<file path="config.mk">
export PLATFORM = sky130hd
export DESIGN_NAME = fifo_wr_arbiter
export DESIGN_NICKNAME = d
export VERILOG_FILES = /design/src/rtl/fifo_wr_arbiter.sv
export SDC_FILE = /design/constraint.sdc
export NUM_CORES = 1
export LEC_CHECK = 0
export ABC_AREA = 1
export CAP_MARGIN = 20
export CORE_AREA = 2 2 57 59
export DETAILED_ROUTE_END_ITERATION = 12
export DIE_AREA = 0 0 59 61
export GPL_ROUTABILITY_DRIVEN = 0
export GPL_TIMING_DRIVEN = 0
export PLACE_DENSITY = 0.8
export SYNTH_ARGS = -nofsm -noshare
export SYNTH_HDL_FRONTEND = slang
export SYNTH_SLANG_ARGS = --single-unit
</file>
<file path="constraint.sdc">
create_clock -name wr_clk -period 1.85 [get_ports wr_clk]
set_input_delay 0.185 -clock wr_clk [delete_from_list [all_inputs] [get_ports wr_clk]]
set_output_delay 0.185 -clock wr_clk [all_outputs]
set_load 0.02 [all_outputs]
</file>
<file path="src/rtl/fifo_wr_arbiter.sv">
// -----------------------------------------------------------------------------
// fifo_wr_arbiter
//
// Purpose:
//   Round-robin arbiter that shares the single write port of an async FIFO
//   among NUM_REQ requesters in the write clock domain. One requester owns the
//   port at a time, for a burst of at most BURST_LEN words. The FIFO full flag
//   stalls the burst, so the FIFO is never written while full. After a burst
//   ends, one idle cycle precedes the next grant.
//
// Parameters:
//   NUM_REQ    - number of requesters (2..16)
//   Data_Width - FIFO data width
//   BURST_LEN  - maximum words per grant before re-arbitration (1..256)
//
// Ports:
//   wr_clk    in   write-domain clock, rising edge
//   wr_rst    in   synchronous reset, active-high
//   req       in   [NUM_REQ]            per-requester write request
//   req_data  in   [NUM_REQ*Data_Width] per-requester data, slice i = req[i]
//   ack       out  [NUM_REQ]            one-hot: word from requester i written
//   grant     out  [NUM_REQ]            one-hot registered owner, 0 when idle
//   busy      out                       high while a grant is active
//   full      in                        FIFO full flag
//   wr_en     out                       FIFO write enable
//   data_in   out  [Data_Width]         FIFO write data (0 while idle)
//   stall_cnt out  [16]                 only with FIFO_WR_ARB_STATS_EN defined:
//                                       saturating count of cycles in which the
//                                       owner wanted to write but full was set
//
// Build option:
//   `define FIFO_WR_ARB_STATS_EN to add the stall_cnt port and its counter.
// -----------------------------------------------------------------------------
module fifo_wr_arbiter #(
  parameter int NUM_REQ    = 4,
  parameter int Data_Width = 8,
  parameter int BURST_LEN  = 4
) (
  input  logic                          wr_clk,
  input  logic                          wr_rst,
  input  logic [NUM_REQ-1:0]            req,
  input  logic [NUM_REQ*Data_Width-1:0] req_data,
  output logic [NUM_REQ-1:0]            ack,
  output logic [NUM_REQ-1:0]            grant,
  output logic                          busy,
  input  logic                          full,
  output logic                          wr_en,
  output logic [Data_Width-1:0]         data_in
`ifdef FIFO_WR_ARB_STATS_EN
  ,
  output logic [15:0]                   stall_cnt
`endif
);

  localparam int IDX_W = $clog2(NUM_REQ);
  localparam int CNT_W = $clog2(BURST_LEN) + 1;

  localparam logic [CNT_W-1:0] LAST_BEAT   = CNT_W'(BURST_LEN - 1);
  localparam logic [IDX_W-1:0] LAST_IDX    = IDX_W'(NUM_REQ - 1);
  localparam logic [IDX_W:0]   NUM_REQ_EXT = (IDX_W + 1)'(NUM_REQ);

  typedef enum logic {
    ST_IDLE  = 1'b0,
    ST_GRANT = 1'b1
  } state_t;

  // ---------------------------------------------------------------------------
  // State
  // ---------------------------------------------------------------------------
  state_t               state_q, state_d;
  logic [IDX_W-1:0]     rr_ptr_q, rr_ptr_d;
  logic [IDX_W-1:0]     gidx_q, gidx_d;
  logic [CNT_W-1:0]     beat_cnt_q, beat_cnt_d;
  logic [NUM_REQ-1:0]   grant_q, grant_d;

  // ---------------------------------------------------------------------------
  // Per-requester data slices
  // ---------------------------------------------------------------------------
  logic [Data_Width-1:0] req_data_arr [NUM_REQ];

  genvar gi;
  generate
    for (gi = 0; gi < NUM_REQ; gi++) begin : g_unpack
      assign req_data_arr[gi] = req_data[gi*Data_Width +: Data_Width];
    end
  endgenerate

  // ---------------------------------------------------------------------------
  // Round-robin winner search starting at rr_ptr_q.
  // The loop walks the candidates from farthest to nearest so that the nearest
  // pending requester (in rotation order) is the last one written and wins.
  // ---------------------------------------------------------------------------
  logic               win_found;
  logic [IDX_W-1:0]   win_idx;
  logic [IDX_W:0]     cand_sum;
  logic [IDX_W-1:0]   cand_idx;

  always_comb begin
    win_found = 1'b0;
    win_idx   = '0;
    cand_sum  = '0;
    cand_idx  = '0;
    for (int k = NUM_REQ - 1; k >= 0; k--) begin
      cand_sum = {1'b0, rr_ptr_q} + (IDX_W + 1)'(k);
      if (cand_sum >= NUM_REQ_EXT) begin
        cand_sum = cand_sum - NUM_REQ_EXT;
      end
      cand_idx = cand_sum[IDX_W-1:0];
      if (req[cand_idx]) begin
        win_found = 1'b1;
        win_idx   = cand_idx;
      end
    end
  end

  // ---------------------------------------------------------------------------
  // Write-port datapath
  // ---------------------------------------------------------------------------
  logic               in_grant;
  logic               owner_req;
  logic [IDX_W-1:0]   next_ptr;

  assign in_grant  = (state_q == ST_GRANT);
  assign owner_req = req[gidx_q];

  // Reset gating keeps a mid-burst reset cycle from producing a write.
  assign wr_en   = in_grant & owner_req & ~full & ~wr_rst;
  // grant_q is one-hot on gidx_q while in GRANT, so it doubles as the ack mask.
  assign ack     = grant_q & {NUM_REQ{wr_en}};
  assign grant   = grant_q;
  assign busy    = in_grant;
  assign data_in = in_grant ? req_data_arr[gidx_q] : '0;

  // Pointer moves to the requester just after the one we served.
  assign next_ptr = (gidx_q == LAST_IDX) ? '0 : gidx_q + IDX_W'(1);

  // ---------------------------------------------------------------------------
  // Next-state logic
  // ---------------------------------------------------------------------------
  always_comb begin
    state_d    = state_q;
    rr_ptr_d   = rr_ptr_q;
    gidx_d     = gidx_q;
    beat_cnt_d = beat_cnt_q;
    grant_d    = grant_q;

    unique case (state_q)
      ST_IDLE: begin
        // full is deliberately ignored here; a stalled owner simply waits
        // in GRANT.
        if (win_found) begin
          state_d    = ST_GRANT;
          gidx_d     = win_idx;
          grant_d    = NUM_REQ'(1) << win_idx;
          beat_cnt_d = '0;
        end
      end

      ST_GRANT: begin
        if (!owner_req) begin
          // Withdrawn: give up the port even if the burst is unfinished.
          state_d    = ST_IDLE;
          rr_ptr_d   = next_ptr;
          grant_d    = '0;
          beat_cnt_d = '0;
        end else if (wr_en) begin
          if (beat_cnt_q == LAST_BEAT) begin
            state_d    = ST_IDLE;
            rr_ptr_d   = next_ptr;
            grant_d    = '0;
            beat_cnt_d = '0;
          end else begin
            beat_cnt_d = beat_cnt_q + CNT_W'(1);
          end
        end
        // Otherwise full is stalling the owner: hold everything.
      end

      default: begin
        state_d = ST_IDLE;
        grant_d = '0;
      end
    endcase
  end

  always_ff @(posedge wr_clk) begin
    if (wr_rst) begin
      state_q    <= ST_IDLE;
      rr_ptr_q   <= '0;
      gidx_q     <= '0;
      beat_cnt_q <= '0;
      grant_q    <= '0;
    end else begin
      state_q    <= state_d;
      rr_ptr_q   <= rr_ptr_d;
      gidx_q     <= gidx_d;
      beat_cnt_q <= beat_cnt_d;
      grant_q    <= grant_d;
    end
  end

`ifdef FIFO_WR_ARB_STATS_EN
  // ---------------------------------------------------------------------------
  // Stall statistics: cycles where the owner had a word ready but full blocked
  // it. Saturates instead of wrapping so a long-running count stays meaningful.
  // ---------------------------------------------------------------------------
  logic [15:0] stall_cnt_q, stall_cnt_d;
  logic        stall_now;

  assign stall_now = in_grant & owner_req & full;

  always_comb begin
    stall_cnt_d = stall_cnt_q;
    if (stall_now && (stall_cnt_q != 16'hFFFF)) begin
      stall_cnt_d = stall_cnt_q + 16'd1;
    end
  end

  always_ff @(posedge wr_clk) begin
    if (wr_rst) begin
      stall_cnt_q <= '0;
    end else begin
      stall_cnt_q <= stall_cnt_d;
    end
  end

  assign stall_cnt = stall_cnt_q;
`endif

endmodule

</file>
==> reports/qor.csv <==
stage;metric;value;unit
timing;rsz0062_at_grt;yes;
timing;hold_slack;0.179;ns
placed_design;port_buffers;55;
critical_path;cp-end-kind;output pin;
timing;fmax;0.578;GHz
cells_and_area;antenna_cells;0;
clock_tree;htreeDepth;1;
logic_synthesis;netlist.area_leader.share;0.212;
drt;ant_nets;0;
pwr;vdd_ir_drop_max;1.06;mV
critical_path;r2r_slack;0.40;ns
timing;setup_tns;0;ns
pwr;leakagePower;0.807;nW
cells_and_area;final_common_cell;clkdlybuf4s50_1;
global_routing;grt_usage;0.194;
cells_and_area;nNetsFinal;299;
drt;dr.pass1.iters;4;
drt;vias;1403;
clock_tree;postCtsHoldBufs;0;
critical_path;path_class;register to output pin;
timing;period_needed;1.73;ns
cells_and_area;stdcell_area;1750;um^2
clock_tree;clock_sinks;12;
timing;max-slew-margin-rel;0.835;
cells_and_area;layout_common_cells;clkdlybuf4s50_1, nand2_1, nor2_1;
die;start_util;0.384;
pwr;power.density;1300;nW/um^2
timing;hold_viol_final;0;
outcome;outcome;complete, no violations;
global_routing;grt_pass1_wl;5440;um
critical_path;cp.arrival;1.54;ns
clock_tree;clockBufferDepth;2;
timing;skew;0.00486;ns
die;ios;57;
clock_tree;cts_root_buf;clkbuf_4;
critical_path;critPathMaxFanout;10;
critical_path;rr_worst_depth;9;
hold_path;hp-start;wr_rst;
critical_path;startpoint_type;register;
critical_path;r2r-end;grant[0];
die;core_area;2950;um^2
drt;detail_route.wl_per_cell;11.4;um
drt;drt_wl_total;3300;um
clock_tree;cts_buffers;3;
hold_path;hold-path-endpoint;grant[3];
die;rows;20;
global_routing;grt_antenna_before_repair;0;
clock_tree;cts.reportedPaths.clkPinSlew;0.07;ns
global_routing;grt_max_degree;11;
pwr;power;2.28;mW
cells_and_area;final_layout_size_suffix_gt1_frac;0.191;
timing;tightest_slew;0.245;ns
drt;drtIter0Drc;70;
logic_synthesis;seq_area_frac_synth;0.212;
timing;fin_crit_sh;0.935;
timing;final_max_slew_viol_count;0;
logic_synthesis;mappedNetlistArea;1130;um^2
cells_and_area;final_core_util;0.592;
hold_path;hp-class;primary input to register;
timing;setup_viol;0;
placed_design;hpwl;2630;um
global_routing;first_global_vias;1287;
die;dieArea;3600;um^2
job;maxCapViolCount;0;
logic_synthesis;synth-seq-cells;12;
placed_design;post_dp_cell_area;1730;um^2
logic_synthesis;yosysTopAreaCell;dfxtp_1;
clock_tree;cts_tree;done;
global_routing;overflow;0;
die;die_w;59;um
logic_synthesis;yosys_warnings;0;
cells_and_area;area_growth;54.1;%
logic_synthesis;synth_cell_types;23;
drt;via_per_inst;4.84;
hold_path;hold_depth;2;
logic_synthesis;syn_inst;197;
clock_tree;clk_latency;0.27;ns
critical_path;cp_data_required_time;1.66;ns
logic_synthesis;synth_area_leaders;dfxtp_1, nand2_1, nor2_1;
drt;drc;0;
critical_path;r2r-start;rr_ptr_q[0];
logic_synthesis;syn_area_per_cell;5.76;um^2
die;die_h;61;um
logic_synthesis;synth_nets;238;
## logic make-up after synthesis
group,synth area share
buffers and inverters,0.120
AOI/OAI and AO/OA,0.193
DFF,0.212
adders and majority gates,0.0220
and+or+nand+nor,0.453
## where the power goes
part	total (mW)	internal, mW	switching [mW]
combinational	1.65	0.637	1.01
clock	0.205	0.120	0.0855
sequential	0.418	0.343	0.0754
## per-layer routing
metal / GRT usage / share of wire / up-vias / wire length [um]
met5: 0 / 0 / - / 0
met4: 0.0584 / 0.017 / 0 / 55
met1: 0.251 / 0.48 / 602 / 1580
met2: 0.316 / 0.42 / 43 / 1400
li1: - / - / 750 / -
met3: 0.0554 / 0.081 / 8 / 268
## worst max-delay path, stage by stage (launching register included)
cell and delay, ns:
dfxtp_4 0.38, buf_6 0.14, buf_6 0.14, nor2_1 0.05
nor2_1 0.07, o21ai_0 0.08, a21oi_1 0.13, clkdlybuf4s15_2 0.27
## state kept, by name, indices dropped and copies added, names as in the netlist
signal and count:
grant 4, beat_cnt_q 3, gidx_q 2, rr_ptr_q 2, busy 1
## worst max path at each step
stage | start | to | cells past startpoint | slack [ns]
floorplan | gidx_q[0] | ack[0] | 7 | 0.39
global placement | req[1] | ack[1] | 8 | -0.41
detailed placement | req[1] | ack[0] | 8 | -0.44
CTS | gidx_q[0] | data_in[5] | 7 | 0.003
global route | gidx_q[0] | ack[2] | 8 | -0.008
finish | gidx_q[0] | data_in[4] | 7 | 0.12
## synthesized netlist by cell type, drive strengths merged
library cell / count
a21boi: 1
a21oi: 19
buf: 6
clkbuf: 1
dfxtp: 12
ha: 2
inv: 23
nand2: 49
nand3: 17
nand4: 2
nor2: 44
o21ai: 21
## layout make-up
class	count	area [um^2]
Fill cell	269	1200
Multi-Input combinational cell	155	768
Timing Repair Buffer	56	507
Sequential cell	12	244
Inverter	23	96.3
Buffer	7	56.3
Tap cell	33	41.3
Clock buffer	4	36.3
## repair_timing
| action | in CTS | in global routing |
|---|---|---|
| resized for setup | 45 | 17 |
| buffers inserted | 0 | 1 |
| endpoints found under the setup margin | 13 | 13 |
| gates cloned | 0 | 0 |
| hold endpoints to repair | 0 | 0 |
| pin swaps | 0 | 1 |
## metrics by stage
stage	std cells	setup slack, ns
after floorplan	197	0.393
after global placement	285	-0.411
after detailed placement	285	-0.439
after CTS	289	0.00273
after global routing	290	-0.00794
final	290	0.120
(Power assumes the default switching activity.)
